==> src/rtl/lcd_cmd_seq.sv <==
// Walks a 4-bit opcode script from the command ROM and issues each opcode to the LCD core.
// First cmd_valid 3 cycles after start; stalls in ISSUE/WAIT_BUSY while the core holds busy.
module lcd_cmd_seq #(
    parameter int SCRIPT_LEN   = 32,
    parameter int ADDR_W       = 5,
    parameter int DONE_TIMEOUT = 256
) (
    input  logic              clk,
    input  logic              reset,
    input  logic              start,
    output logic              CMDROM_rd,
    output logic [ADDR_W-1:0] CMDROM_A,
    input  logic [3:0]        CMDROM_Q,
    output logic [3:0]        cmd,
    output logic              cmd_valid,
    input  logic              busy,
    input  logic              lcd_done,
    output logic              seq_busy,
    output logic              seq_done,
    output logic              err,
    output logic [ADDR_W:0]   cmd_cnt
);
    localparam int                TO_W    = $clog2(DONE_TIMEOUT + 1);
    localparam logic [ADDR_W-1:0] LAST_A  = ADDR_W'(SCRIPT_LEN - 1);
    localparam logic [TO_W-1:0]   TO_LAST = TO_W'(DONE_TIMEOUT - 1);
    localparam logic [ADDR_W:0]   CNT_MAX = '1;

    typedef enum logic [3:0] {
        S_IDLE,
        S_FETCH,
        S_WAIT_Q,
        S_ISSUE,
        S_GUARD,
        S_WAIT_BUSY,
        S_WAIT_DONE,
        S_FINISH,
        S_ERR
    } state_t;

    state_t            r_state, w_state_nxt;
    logic [ADDR_W-1:0] r_addr, w_addr_nxt;
    logic [3:0]        r_cmd, w_cmd_nxt;
    logic [ADDR_W:0]   r_cnt, w_cnt_nxt;
    logic [TO_W-1:0]   r_to, w_to_nxt;
    logic              r_done, w_done_nxt;
    logic              r_err, w_err_nxt;
    logic              w_issue;
    logic              w_advance;

    assign w_issue = (r_state == S_ISSUE) && !busy;

    always_ff @(posedge clk) begin
        if (reset) begin
            r_state <= S_IDLE;
            r_addr  <= '0;
            r_cmd   <= '0;
            r_cnt   <= '0;
            r_to    <= '0;
            r_done  <= 1'b0;
            r_err   <= 1'b0;
        end else begin
            r_state <= w_state_nxt;
            r_addr  <= w_addr_nxt;
            r_cmd   <= w_cmd_nxt;
            r_cnt   <= w_cnt_nxt;
            r_to    <= w_to_nxt;
            r_done  <= w_done_nxt;
            r_err   <= w_err_nxt;
        end
    end

    always_comb begin
        w_state_nxt = r_state;
        w_addr_nxt  = r_addr;
        w_cmd_nxt   = r_cmd;
        w_cnt_nxt   = r_cnt;
        w_to_nxt    = '0;
        w_done_nxt  = r_done;
        w_err_nxt   = r_err;
        w_advance   = 1'b0;

        case (r_state)
            S_IDLE, S_FINISH, S_ERR: begin
                if (start) begin
                    w_state_nxt = S_FETCH;
                    w_addr_nxt  = '0;
                    w_cnt_nxt   = '0;
                    w_done_nxt  = 1'b0;
                    w_err_nxt   = 1'b0;
                end
            end
            S_FETCH: w_state_nxt = S_WAIT_Q;
            S_WAIT_Q: begin
                w_cmd_nxt = CMDROM_Q;
                // Opcodes 12-15 are no-ops for the core and never reach it
                if (CMDROM_Q >= 4'd12) begin
                    w_advance = 1'b1;
                end else begin
                    w_state_nxt = S_ISSUE;
                end
            end
            S_ISSUE: begin
                if (w_issue) begin
                    if (r_cnt != CNT_MAX) begin
                        w_cnt_nxt = r_cnt + (ADDR_W + 1)'(1);
                    end
                    w_state_nxt = (r_cmd == 4'd0) ? S_WAIT_DONE : S_GUARD;
                end
            end
            // The core may not raise busy until the cycle after it accepts a command
            S_GUARD: w_state_nxt = S_WAIT_BUSY;
            S_WAIT_BUSY: begin
                if (!busy) begin
                    w_advance = 1'b1;
                end
            end
            S_WAIT_DONE: begin
                if (lcd_done) begin
                    w_state_nxt = S_FINISH;
                    w_done_nxt  = 1'b1;
                end else if (r_to == TO_LAST) begin
                    w_state_nxt = S_ERR;
                    w_err_nxt   = 1'b1;
                end else begin
                    w_to_nxt = r_to + TO_W'(1);
                end
            end
            default: w_state_nxt = S_IDLE;
        endcase

        if (w_advance) begin
            if (r_addr == LAST_A) begin
                w_state_nxt = S_ERR;
                w_err_nxt   = 1'b1;
            end else begin
                w_addr_nxt  = r_addr + ADDR_W'(1);
                w_state_nxt = S_FETCH;
            end
        end
    end

    assign CMDROM_rd = (r_state == S_FETCH);
    assign CMDROM_A  = r_addr;
    assign cmd       = r_cmd;
    assign cmd_valid = w_issue;
    assign seq_busy  = !((r_state == S_IDLE) || (r_state == S_FINISH) || (r_state == S_ERR));
    assign seq_done  = r_done;
    assign err       = r_err;
    assign cmd_cnt   = r_cnt;

endmodule
==> config.mk <==
export PLATFORM = sky130hd
export DESIGN_NAME = lcd_cmd_seq
export DESIGN_NICKNAME = d
export VERILOG_FILES = /design/src/rtl/lcd_cmd_seq.sv
export SDC_FILE = /design/constraint.sdc
export NUM_CORES = 1
export LEC_CHECK = 0
export CAP_MARGIN = 20
export CORE_UTILIZATION = 52
export DETAILED_ROUTE_END_ITERATION = 8
export GPL_TIMING_DRIVEN = 0
export PLACE_DENSITY = 0.79
export SLEW_MARGIN = 0
export SYNTH_ARGS = -nofsm -noshare
export SYNTH_HDL_FRONTEND = slang
export SYNTH_SLANG_ARGS = --single-unit
==> constraint.sdc <==
create_clock -name clk -period 2.9 [get_ports clk]
set_input_delay 0.435 -clock clk [delete_from_list [all_inputs] [get_ports clk]]
set_output_delay 0.435 -clock clk [all_outputs]
set_load 0.1 [all_outputs]
# == After elaboration in Yosys (flattened, before gate mapping) ==
# Cells that the tools add are included.
# word_totals
regBits,30
elab_cells,75
# op_classes
addsub,3
order_cmp,1
n_eq_ne,20
muxes,29
bitwise_logic,1
n_reduce_logical,14
# op_table
op,n
$mux 4,7
$pmux 4 s7,1
$mux 5,4
$mux 6,3
$eq 4x3->1 const B,4
$pmux 6 s2,1
$add 9x1->9 const B,1
$eq 9x8->1 const B,1
$mux 1,9
$ne 3x3->1 const B,3
$eq 4x2->1 const B,2
$logic_not 4->1,2
$ne 2x2->1 const B,4
$add 6x1->6 const B,1
$ne 6x6->1 const B,1
$pmux 1 s2,3
$add 5x1->5 const B,1
$eq 5x5->1 const B,1
$reduce_and 5->1,1
$eq 4x1->1 const B,1
$eq 4x4->1 const B,1
$ge 4x4->1 const B,1
$ne 4x4->1 const B,1
$reduce_and 4->1,1
other kinds (10),13

# == Depth between registers and ports, before layout ==
# depth
depth_word,6
ltp_mapped,9
mapped_depth_nobuf,9

# == Worst setup path after synthesis ==
# Ideal clock, no wire load.
# synth_path
path_type,reg2out
startpoint,register r_state[0]
endpoint,output CMDROM_rd
t_arrival_ns,3.033
slack_ns,-0.568
stages_incl_launch_ff,4
path_buffers,1
path_cell_list,dfxtp_1 buf_2 nor2b_1 nor3b_1
# synth_between
elab_chain_cells,1
# synth_lines
element,line_no,text
from (decl),40,"state_t r_state, w_state_nxt;"
from (signal assigned),62,r_state <= w_state_nxt;
$eq 4x1->1,142,assign CMDROM_rd = (r_state == S_FETCH);
to (decl),11,"output logic CMDROM_rd,"
# Every way passes these cells.

# == Worst setup path after layout ==
# layout_path
startpoint,register r_state[3]
endpoint,output seq_busy
# layout_between
elab_chain_cells,4
# layout_lines
element,line_no,text
$eq 4x3->1 or $logic_not 4->1 (tied branches),146,assign seq_busy = !((r_state == S_IDLE) || (r_state == S_FINISH) || (r_state == S_ERR));
$logic_or 1x1->1,146,
$logic_or 1x1->1 (*),146,
$logic_not 1->1 (*),146,
to (decl),18,"output logic seq_busy,"
# Mark *: on every way between the ends. The rest lies on a longest branch, timed or not.

==> run_results.csv <==
group,metric,value,unit
critical_path,r2r-end,"r_state[0]",
timing,slew_headroom,35.45,%
logic_synthesis,synth_enable_flop_cells,0,
logic_synthesis,synth_flop_cell,"dfxtp_1",
logic_synthesis,netlist_area,1612,sq um
placement,io_buffers,27,
logic_synthesis,synth_cell_type_count,44,
cells_and_area,num-fill-cells,246,
logic_synthesis,synth_nets,197,
detailed_routing,drt-initial-drc-count,71,
placement,dp_hpwl,2.745,mm
detailed_routing,drt-total-wl,3.675,mm
cells_and_area,fin_util,69.96,%
clocking,holdBufCountCts,0,
timing,hold_viol_final,0,
detailed_routing,drcViolationCount,2,
power_and_ir_drop,pwr-share-seq,39.7,%
timing,finalCritPeriodShare,95.42,%
grt,grt_pass1_wl,6.561,mm
min_path,holdPathEnd,"err",
clocking,cts_tree,"done",
cells_and_area,fin_area,1996,sq um
detailed_routing,ant_nets,0,
timing,slew_viol_final,0,
critical_path,crit_path_start_kind,"register",
clocking,htreeDepth,2,
logic_synthesis,yosysSeqAreaShare,37.27,%
power_and_ir_drop,switchingPower,0.4286,mW
min_path,hold_depth,2,
die,start_util,56.49,%
critical_path,worstPathMaxFanout,10,
clocking,ctsRootBufferMaster,"clkbuf_4",
grt,antenna_found_initial,0,
critical_path,arrival,2.33,ns
die,die_w,57.67,um
placement,placed_cell_area,1928,sq um
logic_synthesis,synthArstFlopShare,0,%
power_and_ir_drop,p_leak,0.7164,nW
clocking,numCtsBuffers,5,
critical_path,path_class,"reg -> out",
cells_and_area,num-nets-final,231,
critical_path,end_kind,"output port",
power_and_ir_drop,power_density,566.5,nW/um^2
die,core-area,2853,sq um
clocking,insertion_delay,0.33,ns
run,drv_cap,0,
min_path,min_path_type,"reg -> reg",
cells_and_area,layout_commonest_cell,"dfxtp_1",
grt,grt_max_degree,11,
power_and_ir_drop,switching_share,37.91,%
placement,place_congestion,0.8548,
grt,grt.overflow.total,0,
timing,final-setup-viol-count,0,
cells_and_area,mostFrequentLayoutCells,"dfxtp_1, clkdlybuf4s50_1, nor2_1, nand3_1, nand2_1",
clocking,cts_buffer_depth,2,
critical_path,r2r_cells,9,
die,die_area,3326,sq um
cells_and_area,antenna_cells,0,
outcome,failed_checks,"design-rule violations",
logic_synthesis,synth_cells,183,
grt,grt_pass1_vias,1449,
detailed_routing,first_pass_iters,6,
power_and_ir_drop,p_int,0.7019,mW
power_and_ir_drop,clock_power_share,27.4,%
timing,final.setup.tns,0,ns
logic_synthesis,yosysWarnings,0,
logic_synthesis,synth_top_area_share,37.27,%
power_and_ir_drop,ir_worst_vdd,0.3894,mV
logic_synthesis,synth_area_leaders,"dfxtp_1, mux2i_1, nor2_1, nand3_1, ha_1",
grt,grt_usage,25.79,%
timing,clock_skew,0.007035,ns
outcome,status,"finished, violations left",
logic_synthesis,avgSynthCellArea,8.806,sq um
min_path,worstHoldStart,"err",
clocking,cts_sinks,30,
cells_and_area,area_growth,23.84,%
critical_path,rr_startpoint,"r_to[0]",
clocking,clk_pin_slew,0.09,ns
detailed_routing,vias_per_cell,5.916,
power_and_ir_drop,comb_power_share,32.9,%
logic_synthesis,synth_area_leader_cell,"dfxtp_1",
detailed_routing,wl_per_cell,14.76,um
critical_path,rrSetupSlack,0.45,ns
timing,worstMarginPinSlew,0.9652,ns
die,ioPinCount,29,
logic_synthesis,synth_seq_cells,30,
die,rows,19,
cells_and_area,layout-drive-gt1-share,9.174,%
critical_path,cp.required,2.47,ns
timing,fin_crit,2.767,ns
timing,rsz0062_at_grt,"no",
timing,max_freq,0.3614,GHz
die,die_h,57.67,um
detailed_routing,routed-via-count,1473,
==> worst max path at each step <==
stage / start / end / slack [ns]
finish: r_state[3] / seq_busy / 0.13
global route: r_state[1] / seq_busy / 0.02
CTS: r_state[0] / cmd_valid / 0.07
detailed placement: r_state[0] / cmd_valid / 0.16
global placement: r_state[1] / cmd_valid / 0.22
floorplan: r_state[0] / cmd_valid / 0.34
==> cell families after synthesis <==
group | count (synthesis) | synth area share (%)
flip-flops | 30 | 37.27
adder cells (fa/ha/maj) | 5 | 3.882
AO/OA/AOI/OAI | 35 | 15.92
AND/OR/NAND/NOR | 81 | 28.65
multiplexers | 11 | 6.988
XOR/XNOR | 6 | 3.261
buffers and inverters | 15 | 4.038
==> cells in the mapped netlist, drive strengths merged (4+ instances only) <==
master and number:
o211ai 5, ha 5, clkbuf 5, a211oi 5, buf 5, nor2b 7
a21oi 7, dfxtp 30, or4 4, nand3 13, mux2i 9, inv 5
nand2b 4, nor2 20, o21ai 6, nand2 10
==> worst max-delay path, cell delays in order (launching register included) <==
cell           delay [ns]
dfxtp_1              0.40
buf_2                0.25
and4b_1              0.24
nor2_2               0.22
dlygate4sd2_1        0.89
==> power by group through the flow <==
| stage | logic, mW | registers (mW) | clock network [mW] |
|---|---|---|---|
| detailed placement | 0.376 | 0.459 | 0 |
| finish | 0.372 | 0.449 | 0.310 |
| floorplan | 0.241 | 0.507 | 0 |
| global route | 0.396 | 0.453 | 0.336 |
| CTS | 0.370 | 0.449 | 0.318 |
| global placement | 0.368 | 0.456 | 0 |
==> cell type report <==
class                      count  area (sq um)  area share [%]
multi-input combinational    138         953.4           47.77
buffer                        10         46.29           2.320
tap                           31         38.79           1.944
clock buffer                   8         78.83           3.950
inverter                       5         18.77          0.9404
timing repair buffer          27         259.0           12.98
sequential                    30         600.6           30.09
==> per-stage QoR <==
| step | setup WS (ns) | std cells | power (mW) | hold WS (ns) |
|---|---|---|---|---|
| floorplan | 0.3387 | 183 | 0.7473 | 0.4261 |
| CTS | 0.07210 | 249 | 1.137 | 0.4806 |
| global route | 0.01798 | 249 | 1.185 | 0.5006 |
| finish | 0.1329 | 249 | 1.131 | 0.4748 |
| global placement | 0.2158 | 241 | 0.8246 | 0.4403 |
| detailed placement | 0.1618 | 241 | 0.8345 | 0.4596 |
==> sequential cells by signal (all words and copies together), names as in the netlist <==
signal	flops
cmd	4
CMDROM_A	5
err	1
r_to	9
seq_done	1
r_state	4
cmd_cnt	6
==> routing by layer <==
| metal | up-vias | wire, um | global-route usage (%) |
|---|---|---|---|
| li1 | 748 | - | - |
| met4 | 0 | 53 | 10.20 |
| met2 | 29 | 1756 | 43.19 |
| met3 | 5 | 181 | 6.920 |
| met5 | - | 0 | 0 |
| met1 | 691 | 1684 | 31.73 |
==> what timing repair did <==
| item | in CTS | in global routing |
|---|---|---|
| setup buffers | 0 | 0 |
| pin swaps | 0 | 0 |
| cloned | 0 | 0 |
| endpoints found under the setup margin | 3 | 2 |
| resized for setup | 3 | 4 |
No activity file was read; power rests on OpenSTA's default activity.
